**src/rtl/fifo_pkg.sv**
```systemverilog
// Shared sizing helpers and reset values for the per-port request FIFO.
package fifo_pkg;

  localparam int DEF_DATA_W = 6;
  localparam int DEF_DEPTH  = 4;

  localparam logic RST_VALID = 1'b0;
  localparam logic RST_ERROR = 1'b0;
  localparam logic RST_DBIT  = 1'b0;

  function automatic int ptr_w(input int depth);
    return (depth <= 2) ? 1 : $clog2(depth);
  endfunction

  // One extra bit so that count can represent DEPTH itself.
  function automatic int cnt_w(input int depth);
    return ptr_w(depth) + 1;
  endfunction

endpackage

```
**src/rtl/fifo_mem.sv**
```systemverilog
// DEPTH x DATA_W storage: synchronous write port, registered read port.
module fifo_mem
  import fifo_pkg::*;
#(
  parameter int DATA_W = DEF_DATA_W,
  parameter int DEPTH  = DEF_DEPTH,
  parameter int PTR_W  = ptr_w(DEPTH)
) (
  input  logic              clk,
  input  logic              reset_L,
  input  logic              wr_en,
  input  logic [PTR_W-1:0]  wr_addr,
  input  logic [DATA_W-1:0] wr_data,
  input  logic              rd_en,
  input  logic [PTR_W-1:0]  rd_addr,
  output logic [DATA_W-1:0] rd_data
);

  logic [DATA_W-1:0] mem_q [DEPTH];
  logic [DATA_W-1:0] rd_data_q, rd_data_d;

  // Array carries no reset; contents are meaningless until written.
  always_ff @(posedge clk) begin
    if (wr_en) mem_q[wr_addr] <= wr_data;
  end

  always_comb begin
    rd_data_d = rd_data_q;
    if (rd_en) rd_data_d = mem_q[rd_addr];
  end

  always_ff @(posedge clk or negedge reset_L) begin
    if (!reset_L) rd_data_q <= {DATA_W{RST_DBIT}};
    else          rd_data_q <= rd_data_d;
  end

  assign rd_data = rd_data_q;

endmodule

```
**src/rtl/fifo_req.sv**
```systemverilog
// Per-port input FIFO feeding the round-robin arbiter: pointers, count,
// flow-control flags and a sticky overflow/underflow flag.
module fifo_req
  import fifo_pkg::*;
#(
  parameter int DATA_W = DEF_DATA_W,
  parameter int DEPTH  = DEF_DEPTH,
  parameter int AF_THR = 3,
  parameter int AE_THR = 1
) (
  input  logic              clk,
  input  logic              reset_L,
  input  logic              push,
  input  logic [DATA_W-1:0] data_in,
  input  logic              pop,
  output logic [DATA_W-1:0] data_out,
  output logic              valid_out,
  output logic              request,
  output logic              full,
  output logic              almost_full,
  output logic              almost_empty,
  output logic              error
);

  localparam int PTR_W = ptr_w(DEPTH);
  localparam int CNT_W = cnt_w(DEPTH);
  localparam logic [CNT_W-1:0] DEPTH_C = CNT_W'(DEPTH);
  localparam logic [CNT_W-1:0] AF_C    = CNT_W'(AF_THR);
  localparam logic [CNT_W-1:0] AE_C    = CNT_W'(AE_THR);

  logic [PTR_W-1:0] wr_ptr_q, wr_ptr_d;
  logic [PTR_W-1:0] rd_ptr_q, rd_ptr_d;
  logic [CNT_W-1:0] count_q, count_d;
  logic             valid_q, valid_d;
  logic             error_q, error_d;
  logic             push_ok, pop_ok, overflow, underflow;

  // A pop only succeeds against stored data; a push into a full FIFO is
  // allowed when the same-cycle pop frees the slot it will land in.
  assign pop_ok    = pop && (count_q != '0);
  assign push_ok   = push && ((count_q != DEPTH_C) || pop_ok);
  assign overflow  = push && (count_q == DEPTH_C) && !pop_ok;
  assign underflow = pop && (count_q == '0);

  always_comb begin
    wr_ptr_d = wr_ptr_q;
    rd_ptr_d = rd_ptr_q;
    count_d  = count_q;
    valid_d  = pop_ok;
    error_d  = error_q | overflow | underflow;
    if (push_ok) wr_ptr_d = wr_ptr_q + 1'b1;
    if (pop_ok)  rd_ptr_d = rd_ptr_q + 1'b1;
    case ({push_ok, pop_ok})
      2'b10:   count_d = count_q + 1'b1;
      2'b01:   count_d = count_q - 1'b1;
      default: count_d = count_q;
    endcase
  end

  always_ff @(posedge clk or negedge reset_L) begin
    if (!reset_L) begin
      wr_ptr_q <= '0;
      rd_ptr_q <= '0;
      count_q  <= '0;
      valid_q  <= RST_VALID;
      error_q  <= RST_ERROR;
    end else begin
      wr_ptr_q <= wr_ptr_d;
      rd_ptr_q <= rd_ptr_d;
      count_q  <= count_d;
      valid_q  <= valid_d;
      error_q  <= error_d;
    end
  end

  fifo_mem #(
    .DATA_W (DATA_W),
    .DEPTH  (DEPTH),
    .PTR_W  (PTR_W)
  ) u_mem (
    .clk     (clk),
    .reset_L (reset_L),
    .wr_en   (push_ok),
    .wr_addr (wr_ptr_q),
    .wr_data (data_in),
    .rd_en   (pop_ok),
    .rd_addr (rd_ptr_q),
    .rd_data (data_out)
  );

  assign valid_out    = valid_q;
  assign error        = error_q;
  assign request      = (count_q != '0);
  assign full         = (count_q == DEPTH_C);
  assign almost_full  = (count_q >= AF_C);
  assign almost_empty = (count_q <= AE_C);

endmodule

```
**config.mk**
```make
export PLATFORM = sky130hd
export DESIGN_NAME = fifo_req
export DESIGN_NICKNAME = d
export VERILOG_FILES = /design/src/rtl/fifo_pkg.sv /design/src/rtl/fifo_mem.sv /design/src/rtl/fifo_req.sv
export SDC_FILE = /design/constraint.sdc
export NUM_CORES = 1
export LEC_CHECK = 0
export CORE_MARGIN = 3
export CORE_UTILIZATION = 42
export DETAILED_ROUTE_END_ITERATION = 8
export PLACE_DENSITY_LB_ADDON = 0.12
export SYNTH_ARGS = -nofsm -noshare
export SYNTH_HDL_FRONTEND = slang
export SYNTH_HIERARCHICAL = 1
export SYNTH_SLANG_ARGS = --single-unit
```
**constraint.sdc**
```tcl
create_clock -name clk -period 3.66 [get_ports clk]
set_input_delay 0.549 -clock clk [delete_from_list [all_inputs] [get_ports clk]]
set_output_delay 0.549 -clock clk [all_outputs]
set_load 0.02 [all_outputs]
```
* After elaboration in Yosys (flattened, before gate mapping)
Memory sizes are Yosys's and may differ from the RTL's. A register that Yosys moved wholly into a read port is not among the register bits.
Index checks and enable logic that the tools add are counted.
** Word-level totals
- Flip-flop bits (word level) :: 9
- Latch bits :: 0
- RAM bits :: 24
- Memory bits (read-only) :: 0
- Input port bits :: 10
- Output and inout bits :: 12
- Logic and storage cells :: 32
- Memories kept :: 1
** Cells by class
- Add/sub/neg operators :: 4
- Multipliers :: 0
- Divide/modulo/power cells :: 0
- $lt $le $gt $ge :: 2
- Equality and inequality tests :: 4
- Shifts and indexed selects :: 0
- Mux-type cells :: 3
- Bitwise gates (word level) :: 2
- Reductions and logical operators :: 11
** Memories
- u_mem.mem_q :: words 4, bits a word 6, rd ports 1, clocked after memory_dff 1, write ports 1, line fifo_mem.sv:19 : logic [DATA_W-1:0] mem_q [DEPTH];
** Operators by type and width (number)
- $pmux 3 s2 :: 1
- $logic_and 1x1->1 :: 5
- $add 2x1->2 const B :: 2
- $add 3x1->3 const B :: 1
- $eq 3x3->1 const B :: 1
- $ge 3x2->1 const B :: 1
- $le 3x1->1 const B :: 1
- $logic_not 3->1 :: 1
- $ne 3x3->1 const B :: 1
- $reduce_bool 3->1 :: 1
- $sub 3x1->3 const B :: 1
- $eq 2x1->1 const B :: 1
- $eq 2x2->1 const B :: 1
- $logic_not 1->1 :: 2
- $mux 1 :: 2
- $or 1x1->1 :: 2
- $reduce_bool 2->1 :: 1
- $logic_or 1x1->1 :: 1

* Depth between registers and ports, before layout
- Word-level depth :: 6
- Gate-level depth with buffers :: 8
- Depth with buffers taken out :: 7

* Cells and area by module
The synthesis kept the hierarchy.
** Modules (own cells, without submodules)
- fifo_mem :: instances 1, cells each 62, area each 1132.3 um^2, sequential area each 870.8 um^2
- fifo_req :: instances 1, cells each 63, area each 626.9 um^2, sequential area each 225.2 um^2

* Worst setup path before layout
OpenSTA, ideal clock, no wires.
- Kind :: reg2reg
- Start point :: reg count_q[0]
- End point :: mem u_mem/mem_q[0][0] (netlist bit) (enable)
- Setup time :: 0.378 ns
- Arrival time :: 1.698 ns
- Required time :: 3.282 ns
- Setup slack :: 1.584 ns
- Cell stages (with the launch flop) :: 6
- Path buffers :: 1
- Period minus slack after synthesis :: 2.076 ns
- Path through :: dfrtp_1 inv_1 ha_1 buf_4 a31oi_2 nor3b_1
** Between the ends
- Word-level cells in the longest chain between the ends :: 6
- Elaborated cells between the ends (all ways) :: 7
- Those cells by class :: eq/ne (1); mux (2); reduce/logical (4)
** Ends and longest elaborated chain
- from (decl) :: line fifo_req.sv:33 : logic [CNT_W-1:0] count_q, count_d;
- from (signal assigned) :: line fifo_req.sv:70 : count_q <= count_d;
- $reduce_bool 3->1 :: line fifo_req.sv:40 : assign pop_ok = pop && (count_q != '0);
- $logic_and 1x1->1 :: line fifo_req.sv:40
- $logic_or 1x1->1 (*) :: line fifo_req.sv:41 : assign push_ok = push && ((count_q != DEPTH_C) || pop_ok);
- $logic_and 1x1->1 (*) :: line fifo_req.sv:41
- net push_ok :: line fifo_req.sv:36 : logic push_ok, pop_ok, overflow, underflow;
- $mux 1 (*) :: line fifo_mem.sv:24 : if (wr_en) mem_q[wr_addr] <= wr_data;
- $mux 1 (not written as such) (*) :: line fifo_mem.sv:24
- to (decl) :: line fifo_mem.sv:19
The timed path passes the listed nets; every way through them passes the cells marked *.

* Worst setup path after layout
- Start point :: reg count_q[1]
- End point :: out full
** Between the ends
- Word-level cells in the longest chain between the ends :: 1
** Ends and longest elaborated chain
- $eq 3x3->1 :: line fifo_req.sv:94 : assign full = (count_q == DEPTH_C);
- to (decl) :: line fifo_req.sv:19 : output logic full,
Every way passes these cells.

==> flow_summary_export.csv <==
group,metric,value,unit
power_and_ir_drop,vdd_drop_max,0.0003352,V
placement,io_buffers,21,
timing,setup_tns,0,ns
global_route,grt_pass1_wl,5.099,mm
setup_path,cp.required,3.11,ns
timing,fmax,364.6,MHz
timing,worst_slack,0.9170,ns
clock_network,clock_sinks,39,
global_route,globalRoute.totalOverflow,0,
finish,final_nets,164,
drt,wl_per_cell,15.70,µm
power_and_ir_drop,p_leak,0.8186,nW
floorplanning,initial_core_util,0.4565,
setup_path,r2r_end,"u_mem/mem_q[2][2]",
logic_synthesis,synth_edf_count,24,
clock_network,tritoncts,"done",
drt,totalWireLength,3.108,mm
setup_path,reg2reg_depth,5,
drt,viasPerCell,5.354,
global_route,antenna_found_initial,0,
logic_synthesis,yosysUniqueCellTypes,35,
finish,multi_input_area,598.1,µm²
logic_synthesis,yosys_warnings,6,
finish,layout_common_cells,"edfxtp_1 (24), clkdlybuf4s50_1 (21), mux2i_1 (15), dfrtp_1 (15), nand2b_1 (8)",
logic_synthesis,async_flop_share,0.3846,
setup_path,arrival,2.19,ns
min_path,holdCritStartpoint,"error",
finish,diodes,0,
clock_network,cts.clk_slew.worst_paths,0.07,ns
clock_network,postCtsResizedCells,0,
timing,slew-limit-headroom,0.4845,
logic_synthesis,ys_seq_area_frac,0.6230,
floorplanning,die_w,70.72,µm
timing,min_period,2.743,ns
drt,antenna_left,0,
logic_synthesis,synth_seq_cells,39,
logic_synthesis,synth_ff_type,"edfxtp_1",
logic_synthesis,syn_nets,140,
finish,seqCellArea,1096,µm²
timing,final_hold_viol_count,0,
floorplanning,dieArea,5001,µm²
setup_path,path_class,"reg2out",
setup_path,end_kind,"output pin",
finish,mostFrequentLayoutCell,"edfxtp_1",
finish,final_cells,198,
placement,dpl.hpwl,2.064,mm
min_path,hold_depth,1,
placement,pre_cts_slack,1.100,ns
timing,skew,0.005987,ns
global_route,grt_max_degree,16,
global_route,grt_pass1_vias,970,
run_status,status,"finished, final reports clean",
clock_network,root_buffer,"clkbuf_8",
logic_synthesis,synthCells,125,
timing,worst_slew_pin_slew,0.7733,ns
finish,syn2layout_area_growth,18.21,%
drt,drt_iter0_drc,60,
setup_path,r2r_slack,1.51,ns
timing,setup_viol,0,
min_path,whs_endpoint,"error",
floorplanning,die_h,70.72,µm
logic_synthesis,syn_area_per_cell,14.07,µm²
clock_network,ctsHtreeMaxLevel,2,
setup_path,cp_max_fo,11,
placement,routabilityCongestion,0.8660,
global_route,track_usage,0.1352,
setup_path,start_kind,"flop",
drt,firstDrtPassIters,4,
power_and_ir_drop,power_density,796.5,nW/µm²
drt,drc,0,
clock_network,cts_buffers,5,
floorplanning,core-area,3854,µm²
job,max-cap-violations,0,
setup_path,rr_startpoint,"count_q[0]",
floorplanning,row_count,22,
timing,rsz0062_at_grt,"false",
finish,fillCellCount,330,
placement,dp.cells,190,
finish,final_layout_size_suffix_gt1_frac,0.08000,
timing,fin_crit_sh,0.7495,
logic_synthesis,synthesis.area,1759,µm²
timing,drv_slew,0,
clock_network,clockBufferDepth,2,
clock_network,postCtsHoldBufs,0,
clock_network,postCtsSetupBuffers,0,
drt,via_count,1060,
clock_network,clk_latency,0.28,ns
floorplanning,ios,22,
min_path,hp-class,"reg2reg",
## layout make-up
type / instances / share of cell area
Multi-Input combinational cell: 74 / 0.2876
Clock buffer: 7 / 0.03670
Sequential cell: 39 / 0.5271
Inverter: 7 / 0.01264
Tap cell: 48 / 0.02888
Timing Repair Buffer: 22 / 0.1047
Clock inverter: 1 / 0.002407
## worst max-delay path by stage
stage                     slack (ns)                 to        from  depth (start not counted)
after global placement          1.18  u_mem/mem_q[2][1]         pop                          5
after detailed placement        1.10  u_mem/mem_q[2][1]         pop                          5
final                           0.92               full  count_q[1]                          5
after global routing            0.71               full  count_q[0]                          5
after CTS                       0.92               full  count_q[1]                          5
after floorplan                 1.58  u_mem/mem_q[0][0]  count_q[0]                          5
## registers in the layout, indices dropped and copies added, names as in the netlist
signal / cells
u_mem/mem_q: 24
u_mem/rd_data: 6
count_q: 3
rd_ptr_q: 2
wr_ptr_q: 2
error: 1
valid_out: 1
## through the flow
stage / total power, mW / hold slack (ns) / utilization / cell area, µm²
floorplan: 1.173 / 0.2534 / - / 1759
global placement: 1.388 / 0.4483 / 0.5185 / 1998
detailed placement: 1.398 / 0.4445 / 0.5185 / 1998
CTS: 1.667 / 0.4642 / 0.5396 / 2079
global route: 1.780 / 0.5141 / 0.5396 / 2079
finish: 1.656 / 0.4642 / 0.5396 / 2079
## cells by family (layout without fill, tap and decap cells)
kind of cell,count (synthesis),after routing,share of synthesized area
DFF,39,39,0.6230
and+or+nand+nor,28,28,0.09602
AOI/OAI and AO/OA,21,21,0.09673
muxes,16,16,0.09175
buffers and inverters,12,37,0.03698
adders and majority gates,5,5,0.03556
xor gates and xnor gates,4,4,0.01992
## Yosys cell counts, types with 2 or more instances
cell / number / area (µm²)
buf_4: 3 / 22.52
mux2i_1: 15 / 150.1
o21ai_0: 4 / 20.02
nand2_1: 5 / 18.77
nand2b_1: 8 / 50.05
ha_1: 5 / 62.56
nor2b_1: 2 / 12.51
dfrtp_1: 15 / 375.4
edfxtp_1: 24 / 720.7
a31oi_1: 2 / 12.51
nor2_1: 4 / 15.01
o211ai_2: 2 / 25.02
inv_1: 6 / 22.52
o221ai_1: 7 / 61.31
xnor2_1: 3 / 26.28
## per-layer routing
metal	GRT usage	wire length (µm)
met1	0.2061	1609
met2	0.1782	1342
met3	0.05256	138
met4	0.03758	18
met5	0	0
## power by group
group	total [mW]	leakage, nW	switching, mW	internal, mW
registers	0.733	0.398	0.130	0.602
logic	0.656	0.379	0.331	0.325
clock network	0.268	0.0422	0.135	0.134
## critical path: stages (launching register included)
cell and delay, ns:
dfrtp_1 0.43, inv_1 0.18, ha_1 0.46, nand2_1 0.15
inv_1 0.09, clkdlybuf4s50_1 0.60
Power figures use the tool's default switching activity.
